## src/rtl/fetch_stage_pkg.sv

```systemverilog
// Shared constants for the instruction-fetch stage: NOP encoding, FSM state codes, default reset PC.
package fetch_stage_pkg;

    localparam logic [31:0] NOP_INSN         = 32'h0000_0013;
    localparam logic [31:0] DEFAULT_RESET_PC = 32'h0000_0000;

    localparam logic [1:0] IF_BOOT = 2'd0;
    localparam logic [1:0] IF_RUN  = 2'd1;
    localparam logic [1:0] IF_HOLD = 2'd2;

    function automatic logic [31:0] pc_plus4(input logic [31:0] pc);
        return pc + 32'd4;
    endfunction

endpackage

```

## src/rtl/fetch_perf_counter.sv

```systemverilog
// Fetch/bubble event counters for the fetch stage; 32-bit, wrapping, cleared on reset.
module fetch_perf_counter (
    input  logic        clk,
    input  logic        rst,
    input  logic        flush,
    output logic [31:0] fetch_cnt,
    output logic [31:0] bubble_cnt
);

    logic [31:0] fetch_q;
    logic [31:0] bubble_q;

    always_ff @(posedge clk or posedge rst) begin
        if (rst) begin
            fetch_q  <= 32'h0;
            bubble_q <= 32'h0;
        end else if (flush) begin
            bubble_q <= bubble_q + 32'd1;
        end else begin
            fetch_q <= fetch_q + 32'd1;
        end
    end

    assign fetch_cnt  = fetch_q;
    assign bubble_cnt = bubble_q;

endmodule

```

## src/rtl/fetch_stage.sv

```systemverilog
// RV32IM instruction-fetch stage: PC ownership, boot, stall hold and zero-bubble redirects.
// Optional perf counters are built when FETCH_PERF_EN is defined.
module fetch_stage
    import fetch_stage_pkg::*;
#(
    parameter logic [31:0] RESET_PC = DEFAULT_RESET_PC
) (
    input  logic        clk,
    input  logic        rst,
    input  logic        stall,
    input  logic        br_taken,
    input  logic [31:0] br_target,
    output logic [31:0] imem_addr,
    input  logic [31:0] imem_rdata,
    output logic [31:0] ir,
    output logic [31:0] pc1,
    output logic        flush,
    output logic [31:0] perf_fetch_cnt,
    output logic [31:0] perf_bubble_cnt
);

    logic [31:0] pc_q;
    logic [31:0] pc1_q;
    logic [1:0]  state;
    logic [31:0] br_aligned;
    logic        booting;
    logic        unused_tgt_bits;

    assign br_aligned      = {br_target[31:2], 2'b00};
    assign unused_tgt_bits = ^br_target[1:0];
    assign booting         = (state == IF_BOOT);

    // Redirect target goes straight to memory so the target word lands on ir next cycle.
    always_comb begin
        imem_addr = pc_q;
        if (br_taken) begin
            imem_addr = br_aligned;
        end else if (!booting && stall) begin
            imem_addr = pc1_q;
        end
    end

    assign ir    = booting ? NOP_INSN : imem_rdata;
    assign pc1   = pc1_q;
    assign flush = booting | stall | br_taken;

    always_ff @(posedge clk or posedge rst) begin
        if (rst) begin
            pc_q  <= RESET_PC;
            pc1_q <= RESET_PC;
            state <= IF_BOOT;
        end else if (br_taken) begin
            pc1_q <= br_aligned;
            pc_q  <= pc_plus4(br_aligned);
            state <= IF_RUN;
        end else if (stall && !booting) begin
            state <= IF_HOLD;
        end else begin
            pc1_q <= pc_q;
            pc_q  <= pc_plus4(pc_q);
            state <= IF_RUN;
        end
    end

`ifdef FETCH_PERF_EN
    fetch_perf_counter u_perf (
        .clk        (clk),
        .rst        (rst),
        .flush      (flush),
        .fetch_cnt  (perf_fetch_cnt),
        .bubble_cnt (perf_bubble_cnt)
    );
`else
    assign perf_fetch_cnt  = 32'h0;
    assign perf_bubble_cnt = 32'h0;
`endif

endmodule

```

## config.mk

```make
export PLATFORM = sky130hd
export DESIGN_NAME = fetch_stage
export DESIGN_NICKNAME = d
export VERILOG_FILES = /design/src/rtl/fetch_stage_pkg.sv /design/src/rtl/fetch_perf_counter.sv /design/src/rtl/fetch_stage.sv
export SDC_FILE = /design/constraint.sdc
export NUM_CORES = 1
export LEC_CHECK = 0
export CORE_MARGIN = 2
export CORE_UTILIZATION = 35
export DETAILED_ROUTE_END_ITERATION = 6
export GPL_TIMING_DRIVEN = 0
export PLACE_DENSITY = 0.71
export SLEW_MARGIN = 10
export SYNTH_ARGS = -nofsm -noshare
export SYNTH_HDL_FRONTEND = slang
export SYNTH_SLANG_ARGS = --single-unit
```

## constraint.sdc

```tcl
create_clock -name clk -period 10.23 [get_ports clk]
set_input_delay 2.5575 -clock clk [delete_from_list [all_inputs] [get_ports clk]]
set_output_delay 2.5575 -clock clk [all_outputs]
set_load 0.03 [all_outputs]
```

==> qor.csv <==
metric;value;unit
status;complete, no violations;
std cell rows;42;
nets;839;
DRT iter0 DRCs;238;
r2r endpoint;pc_q[27];
Final min period;9367;ps
layout cells sized above 1;0.1150;
clk_lat worst skew;340;ps
Post-Syn Area;4638;sq um
Setup Skew;5.154;ps
syn_area_per_cell;8.702;sq um
Inst Count DP;935;
maximum vdd drop;58.12;uV
Routed WL per cell;15.48;um
TritonRoute pass-1 iters;5;
fin crit share;0.9157;
final hold vios;0;
Max Fclk;106.8;MHz
root cell of the clock tree;clkbuf_16;
worst setup path start;br_taken;
Slew @ Worst Pin;1041;ps
drc violations;0;
top-area cell type share of the netlist area;0.3453;
register area share after synthesis;0.3453;
post-synth top area cell;dfrtp_1;
critical path endpoint category;output pin;
Yosys reg bits;64;
post-route ant nets;0;
area of the core;13090;sq um
fin cells;950;
Primary FF master, synth;dfrtp_1;
EDFF count, synth;0;
setup TNS;0;ps
Multi-input gate area;2668;sq um
Worst R2R Setup Slack;7440;ps
synth cell count leaders;nand2_1 (69), buf_4 (65), dfrtp_1 (64), mux2i_1 (52), o21ai_0 (43);
startpoint types;input pin;
Die H;119.1;um
cts repair resizes;0;
WP data required;7670;ps
cells on worst reg2reg path;6;
top-count cell post-synth;nand2_1;
Top Ports;229;
CTS tree;yes;
CP Max Fanout;10;
Max Slew Vio Count;0;
clk sinks;64;
Num CTS Buffers;9;
wire length of the first global-routing pass;23270;um
Area Overhead vs Synth;51.36;%
global route overflow;0;
Setup-failing EPs final;0;
maximum clock insertion buffer count;2;
post-detail-place hpwl;11460;um
GRT Util Overall;0.2067;
routed wire length;14700;um
final design utilization;0.5365;
Die ar.;14190;sq um
Warnings, synthesis;0;
Hold/Removal Path Class;register to register;
cts hold-fix bufs;0;
largest net degree at the start of global routing;52;
MaxCap Viol Count;0;
post-CTS setup buffers;0;
Final GP Congestion;0.8722;
sequential cell area;1602;sq um
CP Class;input pin to output pin;
Die Wd;119.1;um
IO Port Bufs;162;
filler cell count;1182;
crit path DAT;6810;ps
Gate Count Post-Synth;533;
post-DR vias/cell;4.741;
launching point of the worst reg2reg path;pc_q[4];
Cell Pwr Density;134.4;nW/um^2
clock slew at reported path FFs;60;ps
Vias;4504;
Slew headroom;0.3062;
vias in the first global route;4438;
largest cells by area after synthesis;dfrtp_1 (35%), mux2i_1 (11%), buf_4 (11%);
Worst setup endpoint;imem_addr[29];
effective utilization at floorplan;0.3545;
ys async rst share;1.000;
Antenna Cells;0;
Lkg Pwr;3.079;nW
Clock H-tree levels;3;
initial antenna violation count;0;
RSZ-0062 raised after global routing;false;
synth unique cells;38;
==> metrics by stage <==
stage / area (sq um) / hold slack [ps] / setup slack, ps / total power [mW]
after global placement: 6716 / 501.0 / 888.4 / 0.6530
after CTS: 7020 / 522.7 / 876.8 / 0.9483
after global routing: 7020 / 566.2 / 626.7 / 0.9878
after detailed placement: 6746 / 508.8 / 890.6 / 0.6581
after floorplan: 4875 / 491.7 / 3083 / 0.5213
final: 7020 / 513.0 / 862.7 / 0.9434
==> metal layers <==
metal  part of all wire  GRT usage
met5                  0          0
met1               0.43     0.2583
met3              0.077    0.04885
met4              0.017    0.06696
met2               0.48     0.3513
==> final cells by class <==
class / instances / share of cell area
multi-input combinational: 436 / 0.3800
clock inverter: 3 / 0.002495
inverter: 6 / 0.003564
tap: 176 / 0.03137
sequential: 64 / 0.2281
clock buffer: 12 / 0.03654
buffer: 90 / 0.08305
timing repair buffer: 163 / 0.2349
==> power by group <==
group | internal, mW | total [mW] | switching [mW]
sequential | 0.281 | 0.310 | 0.0282
clock | 0.175 | 0.289 | 0.114
combinational | 0.145 | 0.345 | 0.200
total | 0.601 | 0.943 | 0.342
==> worst max-delay path, cell delays in order <==
cell,delay (ps)
clkdlybuf4s50_1,510
buf_4,200
clkbuf_1,400
clkbuf_1,440
clkbuf_1,510
buf_1,620
clkbuf_1,570
nand2_1,140
o21ai_0,140
clkdlybuf4s50_1,710
==> state kept, by name (all words and copies together) (netlist names) <==
register,flops
state,2
pc1,32
pc_q,30
==> logic make-up (layout without fill, tap and decap cells) <==
logic type,count (synthesis),after routing,share of synthesized area
and+or+nand+nor,199,199,0.2247
buffers and inverters,96,274,0.1306
AOI/OAI and AO/OA,66,66,0.08174
DFF,64,64,0.3453
xor gates and xnor gates,54,54,0.1020
muxes,52,52,0.1122
adders and majority gates,1,1,0.002697
other,1,64,0.0008085
==> worst min-delay path by stage <==
stage / start / to / slack [ps] / cells past startpoint
global placement: pc1[0] / pc1[0] / 500 / 1
floorplan: pc_q[17] / pc_q[17] / 490 / 2
finish: pc1[1] / pc1[1] / 510 / 1
global route: pc1[1] / pc1[1] / 570 / 1
CTS: pc1[1] / pc1[1] / 520 / 1
detailed placement: pc1[1] / pc1[1] / 510 / 1
==> cell usage in the layout, fill, tap and decap left out, types with 22 or more instances in the layout <==
master             n
xnor2_1           41
nor2_1            22
nand2_1           69
nor2b_1           31
dfrtp_1           64
buf_4             65
mux2i_1           52
clkdlybuf4s50_1  162
o21ai_0           43
clkbuf_1          23
conb_1            64
Power figures use the tool's default switching activity.
